`config.mk`:
```
export PLATFORM = sky130hd
export DESIGN_NAME = pipe_elastic_buffer
export DESIGN_NICKNAME = d
export VERILOG_FILES = /design/src/rtl/pipe_elastic_buffer_pkg.sv /design/src/rtl/pipe_elastic_buffer_chk.sv /design/src/rtl/pipe_elastic_buffer.sv
export SDC_FILE = /design/constraint.sdc
export NUM_CORES = 1
export LEC_CHECK = 0
export CAP_MARGIN = 20
export CORE_MARGIN = 5
export CORE_UTILIZATION = 46
export DETAILED_ROUTE_END_ITERATION = 16
export HOLD_SLACK_MARGIN = 0.1
export PLACE_DENSITY = 0.78
export SLEW_MARGIN = 15
export SYNTH_ARGS = -nofsm -noshare
export SYNTH_HDL_FRONTEND = slang
export SYNTH_HIERARCHICAL = 1
export SYNTH_SLANG_ARGS = --single-unit
```
`constraint.sdc`:
```
create_clock -name clk -period 2 [get_ports clk]
set_input_delay 0.3 -clock clk [delete_from_list [all_inputs] [get_ports clk]]
set_output_delay 0.3 -clock clk [all_outputs]
set_load 0.01 [all_outputs]
```
`src/rtl/pipe_elastic_buffer_pkg.sv`:
```
// Helpers for the elastic buffer: pointer sizing and explicit modulo-DEPTH
// pointer advance, so non-power-of-two depths wrap correctly.
package pipe_elastic_buffer_pkg;

   function automatic int ptr_width(input int depth);
      return (depth > 1) ? $clog2(depth) : 1;
   endfunction

   function automatic int unsigned next_ptr(input int unsigned ptr, input int unsigned depth);
      return (ptr >= depth - 32'd1) ? 32'd0 : ptr + 32'd1;
   endfunction

endpackage

```
`src/rtl/pipe_elastic_buffer_chk.sv`:
```
// Simulation-only protocol checks for pipe_elastic_buffer, observed purely
// through its ports.
module pipe_elastic_buffer_chk #(
   parameter int WIDTH = 16,
   parameter int DEPTH = 2,
   parameter int CW    = 2
) (
   input logic             clk,
   input logic             reset,
   input logic             flush,
   input logic             in_valid,
   input logic             in_ready,
   input logic             out_valid,
   input logic             out_ready,
   input logic [WIDTH-1:0] out_data,
   input logic [CW-1:0]    count
);

   localparam logic [CW-1:0] DEPTH_C = CW'(DEPTH);

   a_count_bound: assert property (@(posedge clk) disable iff (reset)
      count <= DEPTH_C);

   a_no_push_full: assert property (@(posedge clk) disable iff (reset)
      !(in_valid && in_ready && !flush && (count == DEPTH_C)));

   a_head_stable: assert property (@(posedge clk) disable iff (reset)
      (out_valid && !out_ready && !flush) |=> $stable(out_data));

endmodule

```
`src/rtl/pipe_elastic_buffer.sv`:
```
// Elastic pipeline buffer: DEPTH-entry circular FIFO with valid/ready on both
// sides, synchronous flush, and zero-valued out_data whenever it is empty.
module pipe_elastic_buffer
   import pipe_elastic_buffer_pkg::*;
#(
   parameter int WIDTH = 16,
   parameter int DEPTH = 2,
   localparam int CW   = $clog2(DEPTH + 1)
) (
   input  logic             clk,
   input  logic             reset,
   input  logic             flush,
   input  logic             in_valid,
   input  logic [WIDTH-1:0] in_data,
   output logic             in_ready,
   output logic             out_valid,
   output logic [WIDTH-1:0] out_data,
   input  logic             out_ready,
   output logic [CW-1:0]    count
);

   localparam int            PW      = ptr_width(DEPTH);
   localparam logic [CW-1:0] DEPTH_C = CW'(DEPTH);
   localparam logic [CW-1:0] ONE_C   = CW'(1);

   logic [PW-1:0]    head_q, head_d;
   logic [PW-1:0]    tail_q, tail_d;
   logic [CW-1:0]    count_q, count_d;
   logic [WIDTH-1:0] mem_q [DEPTH];
   logic [WIDTH-1:0] mem_d [DEPTH];
   logic             push_s, pop_s, in_ready_s, out_valid_s;

   // Handshake qualifiers derived only from registered state and this cycle's inputs.
   always_comb begin
      in_ready_s  = (count_q < DEPTH_C);
      out_valid_s = (count_q != {CW{1'b0}});
      push_s      = in_valid & in_ready_s & ~flush;
      pop_s       = out_valid_s & out_ready & ~flush;
   end

   // Next-state for pointers, occupancy and storage; flush wins over push/pop.
   always_comb begin
      head_d  = head_q;
      tail_d  = tail_q;
      count_d = count_q;
      mem_d   = mem_q;
      if (flush) begin
         head_d  = {PW{1'b0}};
         tail_d  = {PW{1'b0}};
         count_d = {CW{1'b0}};
      end else begin
         if (push_s) begin
            mem_d[tail_q] = in_data;
            tail_d        = PW'(next_ptr(32'(tail_q), DEPTH));
         end else begin
            tail_d = tail_q;
         end
         if (pop_s) begin
            head_d = PW'(next_ptr(32'(head_q), DEPTH));
         end else begin
            head_d = head_q;
         end
         case ({push_s, pop_s})
            2'b10:   count_d = count_q + ONE_C;
            2'b01:   count_d = count_q - ONE_C;
            default: count_d = count_q;
         endcase
      end
   end

   // Control state with synchronous reset; reset also outranks flush and push.
   always_ff @(posedge clk) begin
      if (reset) begin
         head_q  <= {PW{1'b0}};
         tail_q  <= {PW{1'b0}};
         count_q <= {CW{1'b0}};
      end else begin
         head_q  <= head_d;
         tail_q  <= tail_d;
         count_q <= count_d;
      end
   end

   // Payload storage needs no reset: it is only ever read while count is nonzero.
   always_ff @(posedge clk) begin
      mem_q <= mem_d;
   end

   // Outputs come straight from registers; an empty buffer presents a zero bubble.
   always_comb begin
      in_ready  = in_ready_s;
      out_valid = out_valid_s;
      count     = count_q;
      if (out_valid_s) begin
         out_data = mem_q[head_q];
      end else begin
         out_data = {WIDTH{1'b0}};
      end
   end

   pipe_elastic_buffer_chk #(
      .WIDTH (WIDTH),
      .DEPTH (DEPTH),
      .CW    (CW)
   ) u_chk (
      .clk       (clk),
      .reset     (reset),
      .flush     (flush),
      .in_valid  (in_valid),
      .in_ready  (in_ready),
      .out_valid (out_valid),
      .out_ready (out_ready),
      .out_data  (out_data),
      .count     (count)
   );

endmodule

```
* After elaboration in Yosys (flattened, before gate mapping)
Index checks and enable logic that the tools add are counted.
Operators by class: add/sub/neg operators 4, multiply operators 0, div/mod/pow operators 0, magnitude comparators 6, eq/ne operators 2, shift operators 0, muxes and demuxes 10, bitwise operators 7, reductions and logical operators 5
Operators with widths (count):
- $mux 16 | 5
- $bwmux 32 | 1
- $demux 16 s1 | 1
- $and 1x1->1 | 4
- $ge 2x2->1 const B | 2
- $not 1->2 | 2
- $pmux 2 s2 | 1
- $reduce_bool 2->1 | 2
- $add 1x1->1 const B | 2
- $add 2x1->2 const B | 1
- $eq 2x1->1 const B | 1
- $eq 2x2->1 const B | 1
- $ge 1x1->1 const B | 2
- $lt 2x1->1 const B | 1
- $lt 2x2->1 const B | 1
- $mux 1 | 2
- $reduce_and 2->1 | 1
- $reduce_or 2->1 | 1
- $sub 2x1->2 const B | 1
- $logic_and 1x1->1 | 1
- $not 1->1 | 1
Storage, ports and cells: flip-flop bits (word level) 36, latch bits 0, bits in writable memories 0, ROM bits 0, output and inout port bits 20, word-level logic and storage cells 39, memories kept 0

* Depth between registers and ports, before layout
Gate-level depths: netlist of the first run.
depth after elaboration 6, depth in mapped cells 6

* Worst setup path after synthesis of the first run
OpenSTA, ideal clock, no wires.
path kind reg-to-reg, start register count_q[1], in the netlist count[1], end register mem_q[0] (netlist name), enable pin, setup time 0.389 ns, arrival 1.354 ns, required time 1.611 ns, slack 0.257 ns, stages on the path, launching flop included 4, buffers on the path 0, path through dfxtp_1 -> nor2b_1 -> nand2b_1 -> nor2_1
Between the ends: cells in the longest elaborated chain, start to end 4
Ends and longest elaborated chain:
- start: declaration | RTL line pipe_elastic_buffer.sv:28 | logic [CW-1:0] count_q, count_d;
- start signal: assignment | RTL line pipe_elastic_buffer.sv:76 | count_q <= {CW{1'b0}};
- start signal: assignment | RTL line pipe_elastic_buffer.sv:80 | count_q <= count_d;
- $lt 2x2->1 | RTL line pipe_elastic_buffer.sv:35 | in_ready_s = (count_q < DEPTH_C);
- $and 1x1->1 (2 in a row) | RTL line pipe_elastic_buffer.sv:37 | push_s = in_valid & in_ready_s & ~flush;
- $reduce_and 2->1 (no line)
- end signal: assignment | RTL line pipe_elastic_buffer.sv:86 | mem_q <= mem_d;
- end: declaration | RTL line pipe_elastic_buffer.sv:29 | logic [WIDTH-1:0] mem_q [DEPTH];
Every way passes these cells. A chain may end at the register's enable or synchronous reset.

* Worst setup path in the final report of the first run
start register head_q, end output port out_data[7]
Between the ends: cells in the longest elaborated chain, start to end 5
Ends and longest elaborated chain:
- start: declaration | RTL line pipe_elastic_buffer.sv:26 | logic [PW-1:0] head_q, head_d;
- start signal: assignment | RTL line pipe_elastic_buffer.sv:74 | head_q <= {PW{1'b0}};
- $not 1->2 (implied by the code) | RTL line pipe_elastic_buffer.sv:95 | out_data = mem_q[head_q];
- $mux 16 (implied by the code) (3 in a row) | RTL line pipe_elastic_buffer.sv:95
- $mux 16 | RTL line pipe_elastic_buffer.sv:94 | if (out_valid_s) begin
- end: declaration | RTL line pipe_elastic_buffer.sv:17 | output logic [WIDTH-1:0] out_data,
Every way passes these cells. The select of a mux whose other input is x is not followed.

==> flow_results.org, run 1 <==
** Status
- Status :: finished, final reports clean

** Synth
- Netlist area before placement :: 1400 µm²
- After technology mapping, the gate count stands at 92.
- Post-synth net total :: 114
- Largest cells by area after synthesis :: edfxtp_1 (69%), mux2i_1 (11%), dfxtp_1 (5.7%)
- Primary FF master, synth :: edfxtp_1
- Netlist cell types :: 17
- Ranked by instance count, the synthesized netlist is headed by edfxtp_1 (32), nor2_1 (20), mux2i_1 (16).
- After synthesis, the share of flip-flops with an asynchronous set or reset is 0.
- Of all cell types, the one taking the most synthesized area is edfxtp_1.
- Synthesized area divided by synthesized cell count :: 15.2 µm²
- EDFF count, synth :: 32
- Synthesized flop and latch total :: 36
- Top cell type's share of synthesized area :: 0.685
- Synth Warn # :: 6
- Most used standard cell by instance count after synthesis :: edfxtp_1
- For this run, the register share of the synthesized area comes to 0.742.

** Critical path
- CP top delay family :: buffers and inverters
- The worst setup path is launched from a flip-flop.
- Cell with the largest stage delay on the worst path :: clkdlybuf4s50_1
- Critical path start-end classification :: flip-flop to output pin
- Worst Path Required :: 1.70 ns
- Traced cell by cell, the critical path runs through buf_4, mux2i_1, nor2_1, clkdlybuf4s50_1.
- Data arrival at the endpoint of the critical path :: 1.62 ns
- Buffers and inverters on the worst path :: 2
- Worst setup EP type :: output pin
- Peak per-stage delay on the critical path :: 0.54 ns
- In this run the worst path has a maximum fanout of 6.

** Final layout
- Antenna Cells :: 0
- Fillers :: 213
- Number of nets in the layout :: 171
- With fillers left out, the area of the finished cells amounts to 2020 µm².
- The area growth from synthesis to layout is 44.2%.
- Of the cells placed in the final design, the portion with a size suffix greater than 1 is 0.133.
- In the final layout, the multi-input gates occupy 342 µm².
- Summing all flip-flop and latch instances after layout gives 1040 µm².

** GRT
- Met1 routing resource usage after global routing :: 0.144
- For this run, global-route usage on met2 was measured as 0.255.
- Number of global-route vias before repair :: 988
- The global routing stage identified its most utilized layer as met2.
- Congestion Overflow GR :: 0
- Entering global routing, the biggest net connects 18 pins.
- Wire length of the first global-routing pass :: 4.33 mm
- Met3 usage :: 0.0274
- The number of antenna violations at the first check in global routing is 0.
- For this run, the total global-route usage over all layers was measured as 0.138.

** Timing
- In the finished design, the share of the clock period the worst path needs comes to 0.959.
- Accumulated negative setup slack :: 0 ns
- Final setup violation count :: 0
- Worst rel slew slack :: 0.799
- Unrepaired setup endpoints after global routing :: false
- Fmax :: 521 MHz
- The number of hold violations in the final report is 0.
- Worst clock skew :: 0.00251 ns
- Measured slew at the worst slew-check pin :: 0.299 ns
- Final setup slack of the worst path :: 0.0817 ns
- The final number of max-transition violations is 0.
- Across all hold checks on the routed design, the worst slack comes to 0.556 ns.
- Crit path time final :: 1.92 ns

** Clocking
- Buffers inserted to repair hold after CTS numbered 0.
- TritonCTS built the clock tree.
- At the later pin of the worst-skew pair, clock insertion delay measures 0.32 ns.
- The clock net in this run drives a total of 36 sinks.
- CTS built an H-tree with a depth of 2.
- Clock slew at the register clock pins of the worst setup and hold paths :: 0.10 ns
- Max clock buf depth :: 2
- The tree is rooted in a clkbuf_4.
- The number of clock buffers added by TritonCTS is 5.

** Pwr
- Overall Power :: 1.33 mW
- Max rail drop VDD :: 0.430 mV
- Total power per unit cell area :: 659 nW/µm²
- Summed over all cells, the static leakage comes to 0.857 nW.

** Floorplan
- The die covers 4250 µm².
- Placeable Area :: 2980 µm²
- Effective utilization at floorplan :: 0.471
- The floorplan step set the die width to 65.2 µm.
- Number of cell rows :: 20
- The floorplan step set the die height to 65.2 µm.
- Count of pins on the block boundary :: 41

** Flow run
- Max-cap violations in this run came to 0.

** Route
- Via/cell ratio :: 4.97
- The routed design has 2.80 mm of wire.
- Before antenna repair, the detailed router went through 4 iterations.
- Residual antenna-violating net count after detailed routing :: 0
- Routed wirelength normalized by instance count :: 15.3 µm
- Initial drt markers :: 15
- After detailed routing, the number of remaining DRC violations is 0.
- Total vias in the final route :: 909

** Place
- GPL Wtd Cong :: 0.708
- Count of port buffers added during placement :: 40
- Cell area after placement :: 1920 µm²
- Prior to clock tree synthesis, the placed netlist has a worst setup slack of -0.109 ns.
- Summed over all nets, the half-perimeter wirelength after detailed placement is 2.03 mm.

** Hold path
- The path class of the tightest hold or removal check is input pin to flip-flop.
[area by class of cell]
| cell class | instances | area share |
|---|---|---|
| multi-input cells | 50 | 0.169 |
| well taps | 33 | 0.0204 |
| repair buffers | 53 | 0.265 |
| inverters | 3 | 0.00557 |
| flip-flops and latches | 36 | 0.516 |
| clock buffers | 7 | 0.0223 |
| clock inverters | 1 | 0.00186 |
[placed cells by master (no fill, tap or decap), types with 2 or more instances in the layout]
| master | n |
|---|---|
| xnor2_1 | 2 |
| nor3_1 | 3 |
| edfxtp_1 | 32 |
| inv_1 | 3 |
| clkdlybuf4s50_1 | 30 |
| dfxtp_1 | 3 |
| xor2_1 | 2 |
| o21ai_0 | 2 |
| mux2i_1 | 16 |
| clkbuf_1 | 2 |
| nor2_1 | 19 |
| buf_4 | 12 |
| dlymetal6s2s_1 | 10 |
| clkbuf_4 | 5 |
[power by group]
| group | switching (mW) | internal (mW) |
|---|---|---|
| sequential | 0.00742 | 0.841 |
| clock | 0.212 | 0.135 |
| combinational | 0.0567 | 0.0824 |
[cells by family after synthesis]
kind of cell               after synthesis  share of synthesized area
xor gates and xnor gates                 4                     0.0250
muxes                                   16                      0.114
adders and majority gates                1                    0.00892
buffers and inverters                    6                     0.0196
DFF                                     36                      0.742
AOI/OAI and AO/OA                        3                     0.0125
and+or+nand+nor                         26                     0.0776
[layer usage]
layer | wire (µm) | vias to the layer above | share of wire
li1 | - | 448 | -
met1 | 1080 | 437 | 0.39
met2 | 1560 | 20 | 0.56
met3 | 103 | 4 | 0.037
met4 | 57 | 0 | 0.020
met5 | 0 | - | 0
[timing repair]
action                                  4_1_cts  5_1_grt
setup buffers                                 0        1
resized for setup                             4       10
endpoints found under the setup margin       17       15
pin swaps                                     0        1
[path summary, 6_finish.rpt]
check                                             end  cells after the start                   from  slack (ns)
worst max register to register  count[1]$_SDFFE_PP0P_                      6  count[1]$_SDFFE_PP0P_        0.18
worst min-delay path               mem_q[7]$_DFFE_PP_                      1             in_data[7]        0.56
worst max-delay path                      out_data[7]                      4    head_q$_SDFFE_PP0P_        0.08
worst min register to register    tail_q$_SDFFE_PP0P_                      2    tail_q$_SDFFE_PP0P_        0.57
[per-stage QoR]
step	std cells	util
floorplan	92	-
global placement	174	0.644
detailed placement	174	0.644
CTS	182	0.664
global route	183	0.679
finish	183	0.679
[sequential cells by signal, indices dropped and copies added (netlist names)]
name / cells
head_q: 1
count: 2
mem_q: 32
tail_q: 1
[worst reg2reg max path, delay by kind of cell, from the launching register on]
family / cells / cell delay, ns
AO/OA/AOI/OAI: 2 / 0.50
adder cells (fa/ha/maj): 1 / 0.32
buffers and inverters: 1 / 0.16
flip-flops: 1 / 0.34
AND/OR/NAND/NOR: 2 / 0.43
(Power assumes the default switching activity.)
==> run 2, diff against run 1 <==
Settings changed: CAP_MARGIN 20 to 10, CORE_UTILIZATION 46 to 48, CTS_BUF_LIST set to sky130_fd_sc_hd__clkbuf_4, PLACE_DENSITY 0.78 to 0.81.
==> flow_results.org, run 2 (same netlist as run 1, synthesis figures left out) <==
** GRT
- Wire length of the first global-routing pass :: 4.23 mm (-2.2%)
- The number of antenna violations at the first check in global routing came to 0 (unchanged).
- The maximum number of pins on one net before global-route repair came to 18 (unchanged).
- The number of global-route vias before repair came to 945 (-4.4%).
- The remaining global-route overflow was 0 (unchanged).
- The total track usage is 0.141 (+0.00319).

** Pwr
- Static leakage :: 0.867 nW (+1.2%)
- The power per unit of standard cell area was 660 nW/µm² (+0.15%).
- The portion of total power attributed to combinational logic was 0.103 (about the same).
- Switching portion of total power :: 0.213 (+0.00592)
- Cell internal pwr :: 1.06 mW (-0.16%)
- Clock power share :: 0.266 (+0.006)
- The total net switching power is 0.285 mW (+3.5%).
- Max rail drop VDD :: 0.698 mV (+62%)
- The power share of the sequential group came to 0.632 (-0.004).

** Floorplan
- The initial cell density of the core came to 0.504 (+0.0333).
- The overall die area was 4100 µm² (-3.5%).
- The area of the core came to 2780 µm² (-6.6%).
- The site row count came to 19 (-5.0%).
- The floorplan die height was 64.1 µm (-1.8%).
- The width of the die came to 64.1 µm (-1.8%).
- The count of boundary I/O pins came to 41 (unchanged).

** Clocking
- TritonCTS built the clock tree.
- Number of CTS-inserted buffers :: 5 (unchanged)
- The deepest level of the CTS H-tree was 2 (unchanged).
- Clock slew at the register clock pins of the worst setup and hold paths :: 0.11 ns (about the same)
- The number of hold buffers added after cts is 0 (unchanged).
- The count of clock tree sinks came to 36 (unchanged).
- Root Buffer :: clkbuf_4
- Max clock buf depth :: 2 (unchanged)
- Worst-Skew Late Latency :: 0.33 ns (about the same)

** Timing
- Fmax :: 526 MHz (+0.97%)
- The clock skew after layout came to 0.00828 ns (+0.00577 ns).
- The transition time at the pin with the least slew margin was 0.267 ns (-0.0320 ns).
- The relative slew slack was 0.820 (+0.0215).
- Final setup slack of the worst path :: 0.100 ns (+0.0184 ns)
- Smallest hold slack :: 0.544 ns (-0.0121 ns)
- Number of pins exceeding their max-slew limit in the final report :: 0 (unchanged)
- The final worst-path cycle share came to 0.950 (-0.00919).
- The number of setup violations in the final report was 0 (unchanged).
- The number of hold violations in the final report came to 0 (unchanged).
- The final period demand of the worst path came to 1.90 ns (-0.0184 ns).

** Flow run
- Max-capacitance violation count :: 0 (unchanged)

** Final layout
- The area growth from synthesis to layout is 44.9%.
- Max reg flops :: 32 (unchanged)
- The largest registers in the layout are mem_q x32, count x2.
- Leaving out fill and tap cells, the most frequent cell in the layout is edfxtp_1.
- Most frequent cells in the layout :: edfxtp_1 (32), clkdlybuf4s50_1 (29), nor2_1 (19)
- Combined flip-flop and latch cell area :: 1040 µm² (unchanged)
- Register bank with the most flops :: mem_q
- Antenna Cells :: 0 (unchanged)
- The multi-input gate area in the final layout was 342 µm² (unchanged).
- Number of nets in the layout :: 170 (-0.58%)
- The final-layout fill cell count came to 192 (-9.9%).
- The ratio of cells with drive above 1 in the final layout was 0.148 (+0.0143).

** Critical path
- Critical path start-end classification :: flip-flop to output pin
- Worst flop-to-flop path startpoint :: count[1]$_SDFFE_PP0P_
- The peak fanout along the critical path is 5 (-1).
- Register-to-register path setup slack :: 0.16 ns (-0.02 ns)
- The worst-case reg-to-reg path depth came to 6 (unchanged).
- The worst setup path is launched from a flip-flop.
- Data arrival at the endpoint of the critical path :: 1.60 ns (-0.02 ns)
- STA classifies the critical path endpoint as an output pin.
- Endpoint of the lowest-slack register-to-register path :: count[1]$_SDFFE_PP0P_
- Worst Path Required :: 1.70 ns (about the same)

** Route
- Routed wirelength normalized by instance count :: 14.7 µm (-4.0%)
- Via/cell ratio :: 5.01 (+0.77%)
- Residual antenna-violating net count after detailed routing :: 0 (unchanged)
- Total iterations of the first detailed-routing run :: 4 (unchanged)
- The first-iteration detailed-routing DRC count is 29 (+14).
- Total vias in the final route :: 901 (-0.88%)
- Number of design rule violations left after detail routing :: 0 (unchanged)
- Final wirelength :: 2.65 mm (-5.6%)

** Status
- Status :: finished, final reports clean

** Hold path
- The cell depth of the worst hold path came to 1 (unchanged).
- The startpoint identified for the worst hold timing path is in_data[14].
- Class of the tightest hold or removal check :: input pin to flip-flop
- End point of the worst hold path :: mem_q[14]$_DFFE_PP_

** Place
- Count of port buffers added during placement :: 40 (unchanged)
- The post-detailed-placement half-perimeter wirelength came to 1.93 mm (-5.0%).
- GPL Wtd Cong :: 0.724 (+2.2%)
- The worst slack after detailed placement is -0.126 ns (-0.0169 ns).
-- run 2: area by class of cell --
cell class              count  share of cell area
flip-flops and latches     36               0.514
repair buffers             52               0.265
multi-input cells          50               0.168
well taps                  31              0.0191
clock buffers               5              0.0185
clock inverters             3             0.00924
inverters                   3             0.00554
-- run 2: worst max-delay path, cell delays in order, from the launching register on --
cell and delay (ns):
dfxtp_4 0.38, buf_4 0.16, mux2i_1 0.11, nor2_1 0.08, clkdlybuf4s50_1 0.53
-- run 2: metrics by stage --
step,cell area (µm²),utilization,cells,power (mW),TNS (ns)
2_1_floorplan,1400,-,92,0.910,0
4_1_cts,1970,0.707,178,1.35,0
6_report,2030,0.731,180,1.34,0
5_1_grt,2030,0.731,180,1.42,-0.00266
3_3_place_gp,1900,0.683,170,0.993,-0.814
3_5_place_dp,1900,0.683,170,0.999,-1.46
-- run 2: timing repair --
item                       in CTS  in global routing
pin swaps                       0                  1
setup endpoints to repair      17                 16
resized for setup               5                 10
setup buffers                   0                  2
-- run 2: worst max-delay path by stage --
stage                                startpoint                    end  slack, ns  cells after the start
final                       head_q$_SDFFE_PP0P_            out_data[7]       0.10                      4
after floorplan           count[1]$_SDFFE_PP0P_     mem_q[0]$_DFFE_PP_       0.26                      3
after global routing        head_q$_SDFFE_PP0P_            out_data[9]     -0.003                      4
after CTS                   head_q$_SDFFE_PP0P_            out_data[2]       0.01                      4
after global placement    count[1]$_SDFFE_PP0P_            out_data[0]      -0.07                      3
after detailed placement               in_valid  count[1]$_SDFFE_PP0P_      -0.13                      6
-- run 2: per-layer routing --
| metal | up-vias | part of all wire | track usage |
|---|---|---|---|
| li1 | 446 | - | - |
| met1 | 422 | 0.36 | 0.130 |
| met2 | 31 | 0.56 | 0.259 |
| met3 | 2 | 0.072 | 0.0736 |
| met4 | 0 | 0.0079 | 0.0545 |
| met5 | - | 0 | 0 |
-- run 2: power groups by stage --
| stage | Combinational, mW | Clock (mW) | Sequential, mW |
|---|---|---|---|
| 2_1_floorplan | 0.0448 | 0 | 0.866 |
| 3_3_place_gp | 0.128 | 0 | 0.864 |
| 3_5_place_dp | 0.133 | 0 | 0.866 |
| 4_1_cts | 0.135 | 0.371 | 0.848 |
| 5_1_grt | 0.148 | 0.422 | 0.850 |
| 6_report | 0.138 | 0.356 | 0.848 |
==> run 3, diff against run 2 <==
==> constraint.sdc (replaced) <==
create_clock -name clk -period 2 [get_ports clk]
set_input_delay 0.2 -clock clk [delete_from_list [all_inputs] [get_ports clk]]
set_output_delay 0.2 -clock clk [all_outputs]
set_load 0.01 [all_outputs]
==> flow_results.org, run 3 (same netlist as run 1, synthesis figures left out) <==
** GRT
- Overall Global Routing Usage :: 0.141 (-0.000746)
- The number of antenna violations at the first check in global routing was 0 (unchanged).
- Wire length of the first global-routing pass :: 4.20 mm (-0.80%)
- The remaining global-route overflow was 0 (unchanged).
- The maximum number of pins on one net before global-route repair is 18 (unchanged).
- The number of global-route vias before repair came to 913 (-3.4%).

** Route
- The final wirelength is 2.62 mm (-0.98%).
- Via/cell ratio :: 5.09 (+1.7%)
- Routed wirelength normalized by instance count :: 15.1 µm (+3.0%)
- The first-iteration detailed-routing DRC count was 36 (+24%).
- Number of design rule violations left after detail routing :: 0 (unchanged)
- The length of the first detailed-routing pass in iterations is 4 (unchanged).
- Total vias in the final route :: 881 (-2.2%)
- Residual antenna-violating net count after detailed routing :: 0 (unchanged)

** Final layout
- Most frequent cells in the layout :: clkdlybuf4s50_1 (40), edfxtp_1 (32), nor2_1 (19)
- Most common cell after layout, fill and taps aside :: clkdlybuf4s50_1
- The flip-flop count of the largest register after layout was 32 (unchanged).
- The largest registers in the layout are mem_q x32, count x2.
- The footprint of the flip-flops and latches came to 1040 µm² (-0.36%).
- The ratio of cells with drive above 1 in the final layout came to 0.0915 (-0.0561).
- Number of nets in the layout :: 164 (-3.5%)
- Fillers :: 196 (+2.1%)
- Register bank with the most flops :: mem_q
- The final antenna diode count came to 0 (unchanged).
- The multi-input gate area in the final layout was 345 µm² (+1.1%).
- Count of non-filler cells in the finished layout :: 173 (-3.9%)
- The final cell utilization of the core came to 0.694 (-0.0364).
- From synthesis to final layout, the design area changed by 37.6%.

** Timing
- The worst hold slack after final layout is 0.454 ns (-0.0897 ns).
- Count of endpoints failing hold in the final timing report :: 0 (unchanged)
- The final number of max-transition violations came to 0 (unchanged).
- Fmax :: 539 MHz (+2.5%)
- Unrepaired setup endpoints after global routing :: false
- The transition time at the pin with the least slew margin was 0.396 ns (+0.130 ns).
- The final period demand of the worst path was 1.85 ns (-0.0459 ns).
- The number of setup violations in the final report is 0 (unchanged).
- The relative slew slack came to 0.735 (-0.0853).
- Fraction of the cycle the final worst path needs :: 0.927 (-0.0230)
- The clock skew after layout came to 0.00703 ns (-0.00124 ns).

** Clocking
- The maximum clock insertion buffer count was 2 (unchanged).
- The number of buffers created by CTS came to 5 (unchanged).
- The deepest level of the CTS H-tree is 2 (unchanged).
- Clock slew at the register clock pins of the worst setup and hold paths :: 0.10 ns (about the same)
- TritonCTS built the clock tree.
- The clock latency on the worst-skew pair is 0.32 ns (about the same).
- Number of hold-repair buffers added at the cts stage :: 0 (unchanged)
- The count of clock tree sinks was 36 (unchanged).
- Root Buffer :: clkbuf_4

** Critical path
- Critical path start-end classification :: flip-flop to output pin
- Series of cell instances along the critical path :: buf_4, mux2i_1, nor2_1, clkdlybuf4s50_1
- STA classifies the critical path endpoint as an output pin.
- The worst stage delay on the critical path was 0.57 ns (+0.04 ns).
- The worst-case reg-to-reg path depth was 6 (unchanged).
- Data arrival at the endpoint of the critical path :: 1.65 ns (+0.05 ns)
- The data required time of the worst path is 1.80 ns (+0.10 ns).
- Register-to-register path setup slack :: 0.18 ns (+0.02 ns)
- In this run the critical register-to-register path is launched from count[1]$_SDFFE_PP0P_.
- Critical Path Fanout Max :: 8 (+3)
- Crit start category :: flip-flop
- In this design, the largest share of critical-path delay is due to buffers and inverters.
- Endpoint of the lowest-slack register-to-register path :: count[1]$_SDFFE_PP0P_
- Among all stages on the critical path, the largest delay is contributed by clkdlybuf4s50_1.
- The number of buffers and inverters on the critical path was 2 (unchanged).

** Place
- The post-detailed-placement half-perimeter wirelength came to 1.84 mm (-4.9%).
- The routability congestion estimate is 0.697 (-3.7%).
- The number of placed cells counting well taps is 166 (-2.4%).
- Count of port buffers added during placement :: 40 (unchanged)

** Floorplan
- The width of the die is 64.1 µm (unchanged).
- The area of the core came to 2780 µm² (unchanged).
- The overall die area came to 4100 µm² (unchanged).
- The floorplan die height is 64.1 µm (unchanged).
- Effective utilization at floorplan :: 0.504 (unchanged)
- Number of cell rows :: 19 (unchanged)
- Count of pins on the block boundary :: 41 (unchanged)

** Pwr
- Static leakage :: 0.638 nW (-26%)
- Total power per unit cell area :: 675 nW/µm² (+2.2%)
- The overall power after layout is 1.30 mW (-2.9%).
- Max rail drop VDD :: 0.600 mV (-14%)

** Hold path
- In this run the most critical hold path is launched from in_data[2].
- Class of the tightest hold or removal check :: input pin to flip-flop
- The cell depth of the worst hold path was 1 (unchanged).
- End point of the worst hold path :: mem_q[18]$_DFFE_PP_

** Flow run
- Max-capacitance violation count :: 0 (unchanged)

** Status
- Status :: finished, final reports clean
## run 3: cell types whose count changed in the layout (fill, tap and decap cells not counted), moves of 2 or more
| cell | before | now |
|---|---|---|
| buf_12 | 2 | 0 |
| buf_4 | 10 | 5 |
| clkdlybuf4s50_1 | 29 | 40 |
| clkinv_1 | 0 | 2 |
| clkinv_2 | 2 | 0 |
| dlymetal6s2s_1 | 10 | 0 |
## run 3: through the flow
| step | instance area (µm²) | worst slack (ns) | TNS, ns |
|---|---|---|---|
| final | 1930 | 0.146 | 0 |
| after CTS | 1920 | 0.0710 | 0 |
| after global placement | 1870 | 0.0152 | 0 |
| after global routing | 1930 | 0.0146 | 0 |
| after detailed placement | 1870 | -0.0739 | -0.514 |
| after floorplan | 1400 | 0.257 | 0 |
## run 3: final cells by class
| class | count | area share |
|---|---|---|
| clock inverters | 2 | 0.00389 |
| multi-input cells | 50 | 0.179 |
| flip-flops and latches | 36 | 0.539 |
| repair buffers | 46 | 0.233 |
| inverters | 3 | 0.00583 |
| clock buffers | 5 | 0.0194 |
| well taps | 31 | 0.0201 |
## run 3: worst max-delay path by stage
stage / start / end / slack (ns) / cells past startpoint
global route: count[1]$_SDFFE_PP0P_ / out_data[1] / 0.01 / 3
CTS: head_q$_SDFFE_PP0P_ / out_data[5] / 0.07 / 4
floorplan: count[1]$_SDFFE_PP0P_ / mem_q[0]$_DFFE_PP_ / 0.26 / 3
finish: head_q$_SDFFE_PP0P_ / out_data[8] / 0.15 / 4
detailed placement: count[1]$_SDFFE_PP0P_ / out_data[8] / -0.07 / 3
global placement: count[1]$_SDFFE_PP0P_ / out_data[11] / 0.02 / 3
## run 3: power by group
| group | switching [mW] | internal [mW] |
|---|---|---|
| clock network | 0.204 | 0.122 |
| registers | 0.00692 | 0.842 |
| logic | 0.0538 | 0.0744 |
| total | 0.264 | 1.04 |
## run 3: timing repair
item,in CTS,in global routing
setup buffers,0,0
endpoints found under the setup margin,17,1
hold endpoints to repair,0,0
resized for setup,2,2
pin swaps,0,0
## run 3: metal layers
| metal | routed length [µm] | vias to the layer above | GRT usage |
|---|---|---|---|
| met1 | 1070 | 415 | 0.156 |
| met5 | 0 | - | 0 |
| met4 | 73 | 0 | 0.0935 |
| met3 | 171 | 9 | 0.0525 |
| li1 | - | 433 | - |
| met2 | 1310 | 24 | 0.224 |
